--- src/rtl/div_16x8_seq.sv ---
`default_nettype none
// ============================================================================
// div_16x8_seq : 16/8 unsigned restoring divider, one quotient bit per cycle.
// Optional macro DIV_TRUNC_EN: 12-step approximate divide of A[15:4].
// Revision: 1.0
// ============================================================================
module div_16x8_seq (
  input  logic        clk,
  input  logic        rst_n,
  input  logic [15:0] A,
  input  logic [7:0]  B,
  input  logic        in_valid,
  output logic        in_ready,
  output logic [15:0] Q,
  output logic [7:0]  R,
  output logic        dz,
  output logic        out_valid,
  input  logic        out_ready
);

`ifdef DIV_TRUNC_EN
  localparam int ITER = 12;
`else
  localparam int ITER = 16;
`endif

  localparam logic [4:0] c_ITER_CNT = 5'(ITER);

  localparam logic [1:0] S_IDLE = 2'd0;
  localparam logic [1:0] S_RUN  = 2'd1;
  localparam logic [1:0] S_DONE = 2'd2;

  logic [1:0]  r_state;
  logic [1:0]  w_next;
  logic [15:0] r_a;
  logic [7:0]  r_b;
  logic [7:0]  r_rem;
  logic [15:0] r_q;
  logic [4:0]  r_cnt;
  logic        r_dz;

  logic [8:0]  w_shift;
  logic        w_ge;
  logic [7:0]  w_diff;
  logic [15:0] w_q_step;
  logic        w_last;
  logic        w_accept;

  // Shifted partial remainder is 9 bits wide; the difference always fits 8.
  assign w_shift  = {r_rem, r_a[15]};
  assign w_ge     = (w_shift >= {1'b0, r_b});
  assign w_diff   = w_shift[7:0] - r_b;
  assign w_q_step = {r_q[14:0], w_ge};
  assign w_last   = (r_cnt == 5'd1);
  assign w_accept = in_valid & in_ready;

  always_ff @(posedge clk or negedge rst_n) begin
    if (!rst_n) begin
      r_state <= S_IDLE;
    end else begin
      r_state <= w_next;
    end
  end

  always_comb begin
    w_next = r_state;
    case (r_state)
      S_IDLE: begin
        if (in_valid) begin
          w_next = (B == 8'd0) ? S_DONE : S_RUN;
        end
      end
      S_RUN: begin
        if (w_last) begin
          w_next = S_DONE;
        end
      end
      S_DONE: begin
        if (out_ready) begin
          w_next = S_IDLE;
        end
      end
      default: w_next = S_IDLE;
    endcase
  end

  always_comb begin
    in_ready  = (r_state == S_IDLE);
    out_valid = (r_state == S_DONE);
  end

  always_ff @(posedge clk or negedge rst_n) begin
    if (!rst_n) begin
      r_a   <= 16'd0;
      r_b   <= 8'd0;
      r_rem <= 8'd0;
      r_q   <= 16'd0;
      r_cnt <= 5'd0;
      r_dz  <= 1'b0;
    end else begin
      case (r_state)
        S_IDLE: begin
          if (w_accept) begin
            r_a <= A;
            r_b <= B;
            if (B == 8'd0) begin
              r_q   <= 16'hFFFF;
              r_rem <= A[7:0];
              r_dz  <= 1'b1;
              r_cnt <= 5'd0;
            end else begin
              r_q   <= 16'd0;
              r_rem <= 8'd0;
              r_dz  <= 1'b0;
              r_cnt <= c_ITER_CNT;
            end
          end
        end
        S_RUN: begin
          r_a   <= {r_a[14:0], 1'b0};
          r_rem <= w_ge ? w_diff : w_shift[7:0];
          r_cnt <= r_cnt - 5'd1;
`ifdef DIV_TRUNC_EN
          // Only 12 quotient bits are produced; align them to A's weighting.
          r_q   <= w_last ? {w_q_step[11:0], 4'b0000} : w_q_step;
`else
          r_q   <= w_q_step;
`endif
        end
        default: begin
        end
      endcase
    end
  end

  assign Q  = r_q;
  assign R  = r_rem;
  assign dz = r_dz;

endmodule
`default_nettype wire

--- config.mk ---
export PLATFORM = sky130hd
export DESIGN_NAME = div_16x8_seq
export DESIGN_NICKNAME = d
export VERILOG_FILES = /design/src/rtl/div_16x8_seq.sv
export SDC_FILE = /design/constraint.sdc
export NUM_CORES = 1
export LEC_CHECK = 0
export ABC_AREA = 1
export CORE_AREA = 2 2 78 80
export CTS_CLUSTER_SIZE = 25
export DETAILED_ROUTE_END_ITERATION = 10
export DIE_AREA = 0 0 80 82
export PLACE_DENSITY = 0.81
export SYNTH_ARGS = -nofsm -noshare
export SYNTH_HDL_FRONTEND = slang
export SYNTH_SLANG_ARGS = --single-unit
--- constraint.sdc ---
create_clock -name clk -period 5.27 [get_ports clk]
set_clock_uncertainty 0.2 [all_clocks]
set_input_delay 0.7905 -clock clk [delete_from_list [all_inputs] [get_ports clk]]
set_output_delay 0.7905 -clock clk [all_outputs]
set_load 0.005 [all_outputs]
## After elaboration in Yosys (flattened, before gate mapping)

Index checks and enable logic that the tools add are counted.

- ROM bits: 0
- Memories: 0
- Bits in latches: 0
- Logic and storage cells: 42
- Input bits: 28
- Bits in writable memories: 0
- Output and inout bits: 27
- Register bits: 56

- Shift operators: 0
- Equal/unequal tests: 7
- $lt $le $gt $ge: 1
- Mux-type cells: 18
- Add/subtract/negate cells: 2
- Bitwise gates (word level): 1
- $mul: 0
- Reduce and logical (&&, ||, !) cells: 6
- Div/mod/pow operators: 0

Operator list:

| cell | count |
|---|---|
| $pmux W16 S2 | 2 |
| $mux W16 | 3 |
| $mux W8 | 3 |
| $pmux W8 S2 | 1 |
| $mux W5 | 2 |
| $pmux W5 S2 | 1 |
| $ge A9 B8 Y1 | 1 |
| $logic_not A8 Y1 | 1 |
| $mux W2 | 4 |
| $sub A8 B8 Y8 | 1 |
| $pmux W2 S3 | 1 |
| $eq A5 B1 Y1 const B | 1 |
| $sub A5 B1 Y5 const B | 1 |
| $ne A2 B1 Y1 const B | 2 |
| $ne A2 B2 Y1 const B | 2 |
| $reduce_and A2 Y1 | 2 |
| $reduce_and A3 Y1 | 1 |
| $eq A2 B1 Y1 const B | 1 |
| $eq A2 B2 Y1 const B | 1 |
| $logic_not A2 Y1 | 1 |
| $reduce_bool A2 Y1 | 1 |
| $and A1 B1 Y1 | 1 |
| $mux W1 | 1 |

## Depth between registers and ports, before layout

- Depth in word-level cells: 4
- Gate-level depth with buffers: 12
- Mapped depth without buffers: 12

## Least setup slack after synthesis

No wires, ideal clock.

- Path type: input-to-reg
- Start point: input port B[6]
- End point: register r_rem[0] (netlist: R[0])
- Path buffers: 0
- Setup time: 0.077 ns
- Data required time: 4.993 ns
- Slack: 3.381 ns
- Data arrival time: 1.612 ns
- Stages on the path: 7
- Cell sequence: inv_1 -> nand4_1 -> nor2_1 -> nand2_2 -> o21ai_0 -> inv_1 -> a21oi_1

- Longest elaborated chain between the ends: 4

RTL lines:

| what | line | RTL |
|---|---|---|
| start, declared | 11 | `input logic [7:0] B,` |
| $logic_not A8 Y1 | 106 | `if (B == 8'd0) begin` |
| $mux W8 | 106 |  |
| $mux W8 | 103 | `if (w_accept) begin` |
| $pmux W8 S2 | 101 | `case (r_state)` |
| end signal, assigned | 108 | `r_rem <= A[7:0];` |
| end signal, assigned | 121 | `r_rem <= w_ge ? w_diff : w_shift[7:0];` |
| end, declared | 37 | `logic [7:0] r_rem;` |

Every way passes these cells. The select of a mux whose other input is x is not followed.
A chain may end at the register's enable or synchronous reset.

## Worst setup path in the final report

- Start point: input port in_valid
- End point: register r_q[11] (netlist: Q[11])

- Longest elaborated chain between the ends: 3

RTL lines:

| what | line | RTL |
|---|---|---|
| start, declared | 12 | `input logic in_valid,` |
| $and A1 B1 Y1 | 55 | `assign w_accept = in_valid & in_ready;` |
| $ne A2 B1 Y1 (no line) | n/a |  |
| $reduce_and A2 Y1 (no line) | n/a |  |
| end signal, assigned | 127 | `r_q <= w_q_step;` |
| end, declared | 38 | `logic [15:0] r_q;` |

Every way passes these cells.

==> metrics <==
Yosys top cell by area dfrtp_1; synth warn 0; placer congestion estimate between 0.8 and 0.9; top routing layer used met4; Top FF cell, synth dfrtp_1; Clock Sinks 56; WL met2 3210 um; share of cells above drive strength 1 under 10%; sequential share of the synthesized area 46.1%; part of the cycle the worst path needs 47.7%; Worst path max stage delay 0.47 ns; Max Fclk 398 MHz; Tot GR Track Use between 20% and 30%; met1 WL about 3200 um; syn_area_per_cell ~8 um^2; FILL cells between 500 and 600; WHS 0.294 ns; Total Nets Final around 460; Ports 55; antenna violations before repair 0; wire per inst between 10 and 15 um; insertion delay to the later sink of the worst-skew pair around 0.30 ns; Setup Fix Bufs, Post-CTS 0; RSZ-0062 raised after global routing false; WP data required 5.29 ns; Syn Nets approximately 410; area share of the largest cell type after synthesis 46.1%; LEAKAGE 1.75 nW; multi-input logic area 1340 um^2; endpoint type of the worst setup path flop; Via density 5.24; CTS hold repair buffers 0; Area Overhead vs Synth 20.7%; Slowest-stage cell, CP clkdlybuf4s50_1; Tightest Pin Transition 0.689 ns; P_sw approximately 1.2 mW; DR pass1 iterations 5; design internal power roughly 1.4 mW; CTS Root Cell clkbuf_8; min-delay worst type reg2reg; clock slew seen by the registers of the worst setup and hold paths around 0.10 ns; FF/Latch Area 1400 um^2; Combinational Power Share between 50% and 60%; Resized Gates After CTS 0; met3 WL ~290 um; CP delay by family, top simple AND/OR/NAND/NOR gates; critical path data arrival time 2.54 ns; Tmin final 2.51 ns; Core Rows 28; drt drc 0; final WL roughly 6800 um; setup violators final 0; ranking of synthesized cells by area dfrtp_1 (46%), nand2_1 (9.4%), nor2_1 (6.6%), inv_1 (5.4%), o21ai_0 (5.4%); Async SR Flop Fraction 100%; Final Hold Fails 0; Gate Count Post-Synth between 300 and 400; Slew Limit Fails 0; vias in the first global route 2388; diode count 0; Slew headroom 54.1%; number of synthesized flops with an enable pin 0; CTS tree done; Clock Power Share around a tenth; global route overflow 0; first-pass GRT wire length 11100 um; worst vdd ir 0.386 mV; Buf+Inv Stages, Crit Path 1; Reg power frac 31.6%; ratio of total power to cell area 699 nW/um^2; vias 2611; Final TNS setup 0 ns; Die H approximately 80 um; Critical Setup Path Class in2reg; maximum fanout along the worst path 32; core area 5750 um^2; Mapped Area just over 3000 um^2; Iteration-0 DRC Markers 170; Switching Share 45.7%; dpl hpwl 4850 um; Yosys reg bits 56; number of port buffers 54; die area around 6600 um^2; library cells used by synthesis 37; Critical Path, Cell by Cell clkdlybuf4s50_1 -> nand2_2 -> nand2_4 -> o21ai_2 -> o21ai_0; clk buf depth 2; number of H-tree levels 2; status finished clean; Max Cap Violations 0; total CTS buffers 5; Final ANT Viol Nets 0; CP startpoint kind input port; largest net degree at the start of global routing 57; die extent in x 80 um; Starting Density 52.9%
[synthesized netlist by cell type, types with 3 or more instances]
library cell  count
nand2_1          76
dfrtp_1          56
nor2_1           53
inv_1            44
o21ai_0          33
nand3_1          18
a21oi_1          16
ha_1             10
o22ai_1          10
buf_2             7
nand3b_1          7
buf_6             4
nand4_1           4
xor2_1            4
a31oi_1           3
nand2_2           3
[cells in the final DEF, fill, tap and decap left out, types with 6 or more instances in the layout]
cell type,instances
clkbuf_8,6
nand3b_1,7
o22ai_1,10
a21oi_1,16
nand3_1,18
ha_1,10
clkdlybuf4s50_1,53
inv_1,44
nand2_1,76
nor2_1,53
o21ai_0,33
dfrtp_1,56
[per-layer routing]
| metal | up-vias | global-route usage [%] |
|---|---|---|
| li1 | 1298 | - |
| met1 | 1239 | 29.5 |
| met2 | 60 | 34.5 |
| met3 | 14 | 4.18 |
| met4 | 0 | 8.14 |
| met5 | - | 0 |
[path summary, 6_finish.rpt]
kind,start,end,slack [ns],cells after the start
max,in_valid,Q[11],2.76,5
min,r_b[2],r_b[2],0.29,2
max reg2reg,r_state[1],Q[11],3.04,5
min reg2reg,r_b[2],r_b[2],0.29,2
max in group asynchronous,rst_n,R[4],4.01,2
min in group asynchronous,rst_n,r_cnt[2],0.40,2
[cell type report]
class | instances | share of cell area (%)
Multi-Input combinational cell | 256 | 36.7
Clock buffer | 6 | 2.25
Tap cell | 75 | 2.56
Sequential cell | 56 | 38.2
Inverter | 48 | 5.05
Clock inverter | 2 | 0.410
Timing Repair Buffer | 55 | 14.8
[state kept, by name, indices dropped and copies added, names as in the netlist]
register  cells
Q            16
r_a          16
R             8
r_b           8
r_cnt         5
r_state       2
dz            1
[power by group through the flow]
stage	Combinational (mW)	Clock (mW)	Sequential (mW)
2_1_floorplan	1.12	0	0.785
3_3_place_gp	1.44	0	0.811
3_5_place_dp	1.50	0	0.815
4_1_cts	1.51	0.251	0.808
5_1_grt	1.71	0.266	0.837
6_report	1.51	0.247	0.810
[per-stage QoR]
step / setup WS, ns / cell area, um^2 / utilization (%) / total power [mW] / cells
floorplan: 3.38 / 3040 / - / 1.90 / 374
global placement: 2.50 / 3570 / 62.1 / 2.25 / 490
detailed placement: 2.41 / 3570 / 62.1 / 2.31 / 490
CTS: 2.76 / 3660 / 63.8 / 2.57 / 498
global route: 2.58 / 3660 / 63.8 / 2.81 / 498
finish: 2.76 / 3660 / 63.8 / 2.56 / 498
[worst register-to-register path, delay by kind of cell (launching register included)]
family | cells | cell delay [ns]
DFF | 1 | 0.47
AOI/OAI and AO/OA | 2 | 0.52
and+or+nand+nor | 3 | 0.95
[logic make-up (layout without fill, tap and decap cells)]
kind of cell,after synthesis,in the layout,synth area share (%)
buffers and inverters,62,111,9.60
XOR/XNOR,5,5,1.44
multiplexers,1,1,0.330
adder cells (fa/ha/maj),11,11,4.78
AO/OA/AOI/OAI,69,69,12.7
flip-flops,56,56,46.1
AND/OR/NAND/NOR,170,170,25.0
No activity file was read; power rests on OpenSTA's default activity.
